===== src/rtl/ccff_prog_ctrl_if.sv =====
// ccff_prog_ctrl_if
// Bitstream word handshake between a configuration source and the chain
// programming controller.
//   cfg_data  : bitstream word (WORD_W bits), consumed LSB first
//   cfg_valid : source has a word on cfg_data
//   cfg_ready : controller will capture cfg_data on this rising edge
// Modports: master = bitstream source, slave = ccff_prog_ctrl.
interface ccff_prog_ctrl_if #(
  parameter int WORD_W = 8
);
  logic [WORD_W-1:0] cfg_data;
  logic              cfg_valid;
  logic              cfg_ready;

  modport master (output cfg_data, output cfg_valid, input cfg_ready);
  modport slave  (input cfg_data, input cfg_valid, output cfg_ready);
endinterface


===== src/rtl/ccff_prog_ctrl.sv =====
// ccff_prog_ctrl
// Serialises a word-oriented bitstream into a configuration flip-flop chain.
// After start, words are accepted one at a time over the cfg interface and
// shifted into the chain head LSB first until exactly CHAIN_LEN bits have been
// driven; unused high bits of the last word are dropped.
//
// Optional feature, macro CCFF_PROG_CTRL_READBACK_EN: after programming, the
// chain is recirculated once (tail fed back to head) while a CRC-8 of the
// returning bits is compared with a CRC-8 of the bits that were shifted in.
// Without the macro there is no VERIFY state, error is 0 and ccff_tail is
// ignored.
//
// Ports:
//   prog_clk      : programming clock, rising edge
//   pReset_n      : asynchronous active-low reset
//   start         : one-cycle request to program the chain (ignored when busy)
//   abort         : return to IDLE on the next edge, no done pulse
//   cfg           : bitstream word handshake (slave modport)
//   ccff_head     : serial bit to the chain head
//   ccff_shift_en : chain shifts ccff_head in on this rising edge
//   ccff_tail     : serial bit from the chain tail (readback only)
//   busy/done/error : status
module ccff_prog_ctrl #(
  parameter int CHAIN_LEN = 8,
  parameter int WORD_W    = 8
) (
  input  logic            prog_clk,
  input  logic            pReset_n,
  input  logic            start,
  input  logic            abort,
  ccff_prog_ctrl_if.slave cfg,
  output logic            ccff_head,
  output logic            ccff_shift_en,
  input  logic            ccff_tail,
  output logic            busy,
  output logic            done,
  output logic            error
);
  localparam int BW = $clog2(CHAIN_LEN + 1);
  localparam int WW = $clog2(WORD_W + 1);
  localparam logic [BW-1:0] LAST_BIT  = BW'(CHAIN_LEN - 1);
  localparam logic [WW-1:0] LAST_WBIT = WW'(WORD_W - 1);

  typedef enum logic [2:0] {
    IDLE,
    LOAD,
    SHIFT,
`ifdef CCFF_PROG_CTRL_READBACK_EN
    VERIFY,
`endif
    DONE
  } state_t;

  state_t            state_q, state_d;
  logic [BW-1:0]     bit_cnt_q;
  logic [WW-1:0]     word_cnt_q;
  logic [WORD_W-1:0] sreg_q;      // bits of the current word not yet driven
  logic              head_q;
  logic              shift_en_q;
  logic              last_bit;
  logic              last_wbit;
  logic              load_take;

  assign last_bit  = (bit_cnt_q == LAST_BIT);
  assign last_wbit = (word_cnt_q == LAST_WBIT);
  assign load_take = (state_q == LOAD) && (state_d == SHIFT);

  // Next state and state-decoded status
  always_comb begin
    state_d       = state_q;
    cfg.cfg_ready = 1'b0;
    busy          = 1'b0;
    done          = 1'b0;
    case (state_q)
      IDLE: begin
        if (start) state_d = LOAD;
      end
      LOAD: begin
        cfg.cfg_ready = 1'b1;
        busy          = 1'b1;
        if (abort)              state_d = IDLE;
        else if (cfg.cfg_valid) state_d = SHIFT;
      end
      SHIFT: begin
        busy = 1'b1;
        // Chain length wins over word length so the final word's spare
        // high bits are never driven.
        if (abort) state_d = IDLE;
`ifdef CCFF_PROG_CTRL_READBACK_EN
        else if (last_bit)  state_d = VERIFY;
`else
        else if (last_bit)  state_d = DONE;
`endif
        else if (last_wbit) state_d = LOAD;
      end
`ifdef CCFF_PROG_CTRL_READBACK_EN
      VERIFY: begin
        busy = 1'b1;
        if (abort)         state_d = IDLE;
        else if (last_bit) state_d = DONE;
      end
`endif
      DONE: begin
        done    = 1'b1;
        state_d = IDLE;
      end
      default: state_d = IDLE;
    endcase
  end

  // Control registers: state, counters and the registered chain strobes
  always_ff @(posedge prog_clk or negedge pReset_n) begin
    if (!pReset_n) begin
      state_q    <= IDLE;
      bit_cnt_q  <= '0;
      word_cnt_q <= '0;
      head_q     <= 1'b0;
      shift_en_q <= 1'b0;
    end else begin
      state_q <= state_d;
`ifdef CCFF_PROG_CTRL_READBACK_EN
      shift_en_q <= (state_d == SHIFT) || (state_d == VERIFY);
`else
      shift_en_q <= (state_d == SHIFT);
`endif
      case (state_q)
        IDLE: begin
          if (start) bit_cnt_q <= '0;
        end
        LOAD: begin
          if (load_take) begin
            word_cnt_q <= '0;
            head_q     <= cfg.cfg_data[0];
          end
        end
        SHIFT: begin
          if (!abort) begin
            word_cnt_q <= word_cnt_q + 1'b1;
            bit_cnt_q  <= bit_cnt_q + 1'b1;
            if (state_d == SHIFT) head_q <= sreg_q[0];
`ifdef CCFF_PROG_CTRL_READBACK_EN
            // Recirculation pass reuses the bit counter from zero.
            if (state_d == VERIFY) bit_cnt_q <= '0;
`endif
          end
        end
`ifdef CCFF_PROG_CTRL_READBACK_EN
        VERIFY: begin
          if (!abort) bit_cnt_q <= bit_cnt_q + 1'b1;
        end
`endif
        default: ;
      endcase
    end
  end

  // Word shift register is pure data: it is always reloaded before use.
  always_ff @(posedge prog_clk) begin
    if (load_take)               sreg_q <= cfg.cfg_data >> 1;
    else if (state_q == SHIFT)   sreg_q <= sreg_q >> 1;
  end

  assign ccff_shift_en = shift_en_q;

`ifdef CCFF_PROG_CTRL_READBACK_EN
  logic [7:0] crc_shift_q;
  logic [7:0] crc_tail_q;
  logic [7:0] crc_tail_nxt;
  logic       err_q;

  function automatic logic [7:0] crc8_step(input logic [7:0] crc, input logic b);
    logic fb;
    fb = crc[7] ^ b;
    return {crc[6:0], 1'b0} ^ (fb ? 8'h07 : 8'h00);
  endfunction

  assign crc_tail_nxt = crc8_step(crc_tail_q, ccff_tail);

  always_ff @(posedge prog_clk or negedge pReset_n) begin
    if (!pReset_n) begin
      crc_shift_q <= '0;
      crc_tail_q  <= '0;
      err_q       <= 1'b0;
    end else begin
      case (state_q)
        IDLE: begin
          if (start) begin
            crc_shift_q <= '0;
            crc_tail_q  <= '0;
            err_q       <= 1'b0;
          end
        end
        SHIFT: begin
          if (!abort) crc_shift_q <= crc8_step(crc_shift_q, head_q);
        end
        VERIFY: begin
          if (!abort) begin
            crc_tail_q <= crc_tail_nxt;
            // Include the final returning bit so error is valid in DONE.
            if (last_bit) err_q <= (crc_tail_nxt != crc_shift_q);
          end
        end
        default: ;
      endcase
    end
  end

  // During recirculation the head must follow the tail within the same
  // cycle; a register in the loop would rotate the chain by one position.
  assign ccff_head = (state_q == VERIFY) ? ccff_tail : head_q;
  assign error     = err_q;
`else
  logic unused_tail;
  assign unused_tail = ccff_tail;
  assign ccff_head   = head_q;
  assign error       = 1'b0;
`endif

endmodule


===== src/flat_wrapper.sv =====
// flat-port wrapper written by rule: the top's interface ports become plain ports
module ccff_prog_ctrl_flat 
#(
  parameter int CHAIN_LEN = 8,
  parameter int WORD_W    = 8
)
  (prog_clk, pReset_n, start, abort, ccff_head, ccff_shift_en, ccff_tail, busy, done, error, cfg_cfg_data, cfg_cfg_valid, cfg_cfg_ready);
  ccff_prog_ctrl_if #(.WORD_W(WORD_W)) cfg_i ();
  input  logic prog_clk;
  input  logic pReset_n;
  input  logic start;
  input  logic abort;
  output logic ccff_head;
  output logic ccff_shift_en;
  input  logic ccff_tail;
  output logic busy;
  output logic done;
  output logic error;
  input wire logic [$bits(cfg_i.cfg_data)-1:0] cfg_cfg_data;
  input wire logic [$bits(cfg_i.cfg_valid)-1:0] cfg_cfg_valid;
  output wire logic [$bits(cfg_i.cfg_ready)-1:0] cfg_cfg_ready;
  assign cfg_i.cfg_data = cfg_cfg_data;
  assign cfg_i.cfg_valid = cfg_cfg_valid;
  assign cfg_cfg_ready = cfg_i.cfg_ready;
  ccff_prog_ctrl #(.CHAIN_LEN(CHAIN_LEN), .WORD_W(WORD_W)) u_core (.prog_clk(prog_clk), .pReset_n(pReset_n), .start(start), .abort(abort), .cfg(cfg_i), .ccff_head(ccff_head), .ccff_shift_en(ccff_shift_en), .ccff_tail(ccff_tail), .busy(busy), .done(done), .error(error));
endmodule

===== config.mk =====
export PLATFORM = sky130hd
export DESIGN_NAME = ccff_prog_ctrl_flat
export DESIGN_NICKNAME = d
export VERILOG_FILES = /design/src/rtl/ccff_prog_ctrl_if.sv /design/src/rtl/ccff_prog_ctrl.sv /design/src/flat_wrapper.sv
export SDC_FILE = /design/constraint.sdc
export NUM_CORES = 1
export LEC_CHECK = 0
export CORE_UTILIZATION = 49
export CTS_CLUSTER_DIAMETER = 120
export DETAILED_ROUTE_END_ITERATION = 12
export GPL_ROUTABILITY_DRIVEN = 0
export PLACE_DENSITY_LB_ADDON = 0.08
export SLEW_MARGIN = 20
export SYNTH_ARGS = -nofsm -noshare
export SYNTH_HDL_FRONTEND = slang
export SYNTH_SLANG_ARGS = --single-unit

===== constraint.sdc =====
create_clock -name prog_clk -period 2.1 [get_ports prog_clk]
set_input_delay 0.42 -clock prog_clk [delete_from_list [all_inputs] [get_ports prog_clk]]
set_output_delay 0.42 -clock prog_clk [all_outputs]
set_load 0.05 [all_outputs]

* Word-level counts from Yosys, hierarchy flattened
Cells that the tools add are included.
** Word-level totals
- Register bits after elaboration :: 20
- Input port bits :: 14
- Logic and storage cells :: 49
** Operators by class
- Add/subtract/negate cells :: 2
- Eq/ne operators :: 10
- Muxes and demuxes :: 22
- Reduce and logical (&&, ||, !) cells :: 9
** Operators by type and width (count)
- 3-bit two-way mux :: 6
- 4-bit two-way mux :: 4
- 4-bit case mux with 2 select lines :: 2
- 7-bit two-way mux :: 2
- 3-bit by 2-bit == test with 1-bit output (second input constant) :: 3
- 3-bit case mux with 3 select lines :: 1
- 4-bit by 1-bit adder with 4-bit output (second input constant) :: 2
- 4-bit by 3-bit == test with 1-bit output (second input constant) :: 2
- 1-bit two-way mux :: 6
- 3-bit AND reduction :: 2
- 2-bit nonzero test :: 3
- 2-bit by 1-bit inequality test with 1-bit output (second input constant) :: 2
- 2-bit inequality test (second input constant) :: 2
- 4-bit AND reduction :: 1
- 3-bit by 1-bit == test with 1-bit output (second input constant) :: 1
- 3-bit logical NOT :: 1
- 1-bit case mux with 2 select lines :: 1
- 2-bit OR reduction :: 1
- 1-bit logical AND :: 1

* Longest topological paths before layout
- Word-level depth :: 9
- Mapped depth :: 5
- Mapped depth without buffers :: 5

* Worst setup path after synthesis
No wires, ideal clock.
- Path type :: flip-flop to flip-flop
- From :: register u_core.state_q[2]
- To :: register u_core.sreg_q[3] (data pin)
- Library setup time :: 0.260 ns
- Data arrival time :: 2.006 ns
- Required time :: 1.840 ns
- Setup slack :: -0.166 ns
- Stages on the path, launching flop included :: 5
- Path buffers :: 1
- Period minus slack after synthesis :: 2.266 ns
- Path through :: dfrtp_1 -> nor3b_2 -> nand3_1 -> buf_2 -> mux2_2
** On the way
- Cells in the longest elaborated chain, start to end :: 7
- Elaborated cells on any way between the ends :: 13
- Those cells by class :: 3 x eq/ne; 8 x mux; 2 x reduce/logical
** RTL lines
- start, declared :: line ccff_prog_ctrl.sv:54 : state_t state_q, state_d;
- start signal, assigned :: line ccff_prog_ctrl.sv:120 : state_q <= state_d;
- 3-bit two-way mux :: line ccff_prog_ctrl.sv:94 : else if (last_wbit) state_d = LOAD;
- 3-bit two-way mux :: line ccff_prog_ctrl.sv:92 : else if (last_bit) state_d = DONE;
- 3-bit two-way mux :: line ccff_prog_ctrl.sv:88 : if (abort) state_d = IDLE;
- 3-bit case mux with 3 select lines :: line ccff_prog_ctrl.sv:74 : case (state_q)
- 3-bit by 2-bit == test with 1-bit output :: line ccff_prog_ctrl.sv:66 : assign load_take = (state_q == LOAD) && (state_d == SHIFT);
- 1-bit logical AND * :: line ccff_prog_ctrl.sv:66
- 7-bit two-way mux * :: line ccff_prog_ctrl.sv:159 : if (load_take) sreg_q <= cfg.cfg_data >> 1;
- end signal, assigned :: line ccff_prog_ctrl.sv:159
- end signal, assigned :: line ccff_prog_ctrl.sv:160 : else if (state_q == SHIFT) sreg_q <= sreg_q >> 1;
- end, declared :: line ccff_prog_ctrl.sv:57 : logic [WORD_W-1:0] sreg_q;
Mark *: on every way between the ends. The rest lies on a longest branch, timed or not.
A chain may end at the register's enable or synchronous reset.

* Final worst setup path
- From :: register u_core.state_q[0]
- To :: output port busy
** On the way
- Cells in the longest elaborated chain, start to end :: 3
- Elaborated cells on any way between the ends :: 4
- Those cells by class :: 2 x eq/ne; 1 x mux; 1 x reduce/logical
** RTL lines
- 3-bit by 2-bit == test with 1-bit output or 3-bit by 1-bit == test with 1-bit output (tied branches) :: line ccff_prog_ctrl.sv:74
- 2-bit OR reduction (no source line) *
- 1-bit two-way mux * :: line ccff_prog_ctrl.sv:74
- end, declared :: line flat_wrapper.sv:16 : output logic busy;
Marked as above.

==> results by group <==
Clocking
  • Clock latency on the worst-skew pair: 0.31 ns
  • Max clock buf depth: 2
  • Clock sinks: 20
  • Clk pin slew, worst setup/hold paths: 0.12 ns
  • Root buffer cell: clkbuf_4
  • H-tree depth: 1
  • TritonCTS Buffers: 3
  • Setup Fix Bufs, Post-CTS: 0
  • Cts hold-fix bufs: 0
  • TritonCTS clock tree: yes

Timing
  • Fin crit period: 2.03 ns
  • Final hold violation count: 0
  • Worst Tran Pin Value: 0.573 ns
  • FMAX: 493 MHz
  • Period utilization: 96.7%
  • Unrepaired setup endpoints after global routing: no
  • Clock Skew: 0.00562 ns
  • Setup TNS: 0 ns
  • Worst slew margin: 61.7%
  • Slew Limit Fails: 0
  • Setup violators final: 0

Floorplanning
  • Rows: 15
  • Die span in y: 46.9 um
  • I/O Pins: 20
  • Horiz. Die Dim: 46.9 um
  • DIE AREA: 2200 um2
  • Core area: 1800 um2
  • Starting Density: 54.9%

Critical path
  • Reg2Reg Setup Slack: 0.32 ns
  • R2r startpoint: u_core.state_q[2]
  • Crit path capture type: output port
  • Worst setup SP type: flop
  • Crit path launch: u_core.state_q[0]
  • Worst r2r dst: u_core.sreg_q[3]
  • Worst-path fanout max: 10
  • Arrival @ worst endpoint: 1.61 ns
  • Path type of the worst setup path: reg2out
  • Reg2Reg Depth: 5
  • Crit path required time: 1.68 ns

Finish
  • Ant. Diodes: 0
  • Post-layout util: 71.3%
  • Area growth syn-to-layout: 29.9%
  • Fraction of layout cells with a size suffix above 1: 26.4%
  • Fin area: 1280 um2
  • Final #Nets: 123

Drt
  • Routed WL: 1670 um
  • Per-cell routed wire length: 12.7 um
  • Detailed-route DRC error count: 0
  • DR vias/cell: 5.17
  • First-pass DRT Iterations: 4
  • Antenna Nets Post-Route: 0
  • Via Count: 677
  • DR iter-0 viols: 4

Synthesis
  • Seq cells post-synth: 20
  • Asr flop ratio synth: 65.0%
  • Cell count after synthesis: 81
  • Cell taking the most area after synthesis: dfrtp_1
  • Register area share after synthesis: 54.2%
  • Area share of the leading cell type in the synthesized netlist: 32.9%
  • Mean Syn Cell Area: 12.2 um2
  • EDFF count, synth: 7
  • Top post-synthesis cells by area: dfrtp_1 33%, edfxtp_1 21%, mux2_2 9.1%
  • Synthesized area: 988 um2
  • Yosys cell types: 32
  • Synth warn: 0
  • Most used DFF post-synth: dfrtp_1

Global route
  • Largest net degree at the start of global routing: 14
  • Total grt overflow: 0
  • Vias in the first global route: 630
  • First-pass GRT wire length: 2700 um
  • Initial antenna violation count: 0
  • Total track usage: 18.5%

Run
  • Max-cap check violation count: 0

Place
  • Post-DP HPWL: 1180 um
  • Area after DPL: 1230 um2
  • Port Buffers: 17

Pwr
  • VDD IR-drop max: 0.484 mV
  • LEAKAGE: 0.557 nW
  • Pwr/cell area: 702 nW/um2
  • Total power: 901 uW

Min path
  • HP Class: in2async

Status
  • Run status: completed
==> power by group <==
group          switching [mW]  leakage (nW)  internal (mW)  total, mW
Sequential             0.0196         0.232          0.428      0.447
Clock                   0.123        0.0279          0.193      0.316
Combinational          0.0715         0.297         0.0664      0.138
Total                   0.214         0.557          0.687      0.901
==> worst max-delay path, cell delays in order, from the launching register on <==
cell	delay (ns)
dfrtp_2	0.47
or3b_4	0.47
or2b_1	0.22
buf_12	0.14
==> final cells by class <==
cell class                      instances  area (um2)
Sequential cell                        20         538
Fill cell                             148         518
Multi-Input combinational cell         56         430
Timing Repair Buffer                   23         220
Tap cell                               25        31.3
Clock inverter                          1        30.0
Clock buffer                            3        22.5
Inverter                                3        11.3
==> cell usage after synthesis (2+ instances only) <==
cell,instances
edfxtp_1,7
dfrtp_1,13
nand4_1,2
nand3b_1,2
xor2_1,2
mux2i_1,2
nand2_1,6
nand3_1,3
mux2_2,8
a21oi_1,3
o21ai_0,4
inv_1,3
ha_1,2
nor2_1,5
nand2b_1,2
==> metrics by stage <==
step | hold slack [ns] | setup WS (ns) | std cells
2_1_floorplan | 0.124 | 0.0594 | 82
3_3_place_gp | 0.491 | 0.0615 | 127
3_5_place_dp | 0.496 | 0.0371 | 127
4_1_cts | 0.478 | 0.0362 | 131
5_1_grt | 0.532 | 0.0135 | 131
6_report | 0.464 | 0.0700 | 131
==> how the worst max path moves through the flow <==
| stage | end | slack [ns] | cells past startpoint |
|---|---|---|---|
| final | busy | 0.07 | 3 |
| after global routing | busy | 0.01 | 3 |
| after detailed placement | u_core.ccff_head | 0.04 | 5 |
| after floorplan | u_core.sreg_q[3] | 0.06 | 4 |
| after global placement | u_core.ccff_head | 0.06 | 5 |
| after CTS | busy | 0.04 | 3 |
==> logic make-up after synthesis <==
family	after synthesis	synth area share, %
AO/OA/AOI/OAI	10	6.20
buffers and inverters	6	3.54
AND/OR/NAND/NOR	30	20.3
multiplexers	10	11.1
XOR/XNOR	2	1.77
flip-flops	20	54.2
other	1	0.379
adder cells (fa/ha/maj)	2	2.53
==> layout by cell type, fill, tap and decap left out <==
master	netlist	final
clkdlybuf4s50_1	0	14
dfrtp_1	13	11
mux2_2	8	8
buf_4	1	8
edfxtp_1	7	7
nand2_1	6	6
nor2_1	5	5
o21ai_0	4	4
a21oi_1	3	3
inv_1	3	3
nand3_1	3	3
clkbuf_4	0	3
nand3b_1	2	2
nand2b_1	2	2
nand4_1	2	2
xor2_1	2	2
mux2i_1	2	2
ha_1	2	2
conb_1	1	2
dfrtp_2	0	2
nor3b_4	0	1
or3b_4	0	1
or2b_1	1	1
nor4b_1	1	1
nor3b_1	1	1
and3b_1	1	1
nor4b_4	1	1
o21ai_1	1	1
a211oi_2	1	1
and3b_2	1	1
or4b_1	1	1
a22o_1	1	1
or3_1	1	1
bufinv_16	0	1
buf_12	0	1
==> what timing repair did <==
action	in CTS	in global routing
endpoints found under the setup margin	1	1
gates resized for setup	1	2
pin swaps	0	0
==> registers in the layout, summed over array words and instances, names as in the netlist <==
name / flops
u_core.word_cnt_q: 4
u_core.state_q: 3
u_core.sreg_q: 7
u_core.ccff_shift_en: 1
u_core.ccff_head: 1
u_core.bit_cnt_q: 4
==> per-layer routing <==
| metal | track usage [%] | routed length (um) |
|---|---|---|
| met1 | 23.5 | 750 |
| met2 | 29.7 | 805 |
| met3 | 2.31 | 60 |
| met4 | 12.0 | 48 |
| met5 | 0 | 0 |
(Power assumes the default switching activity.)
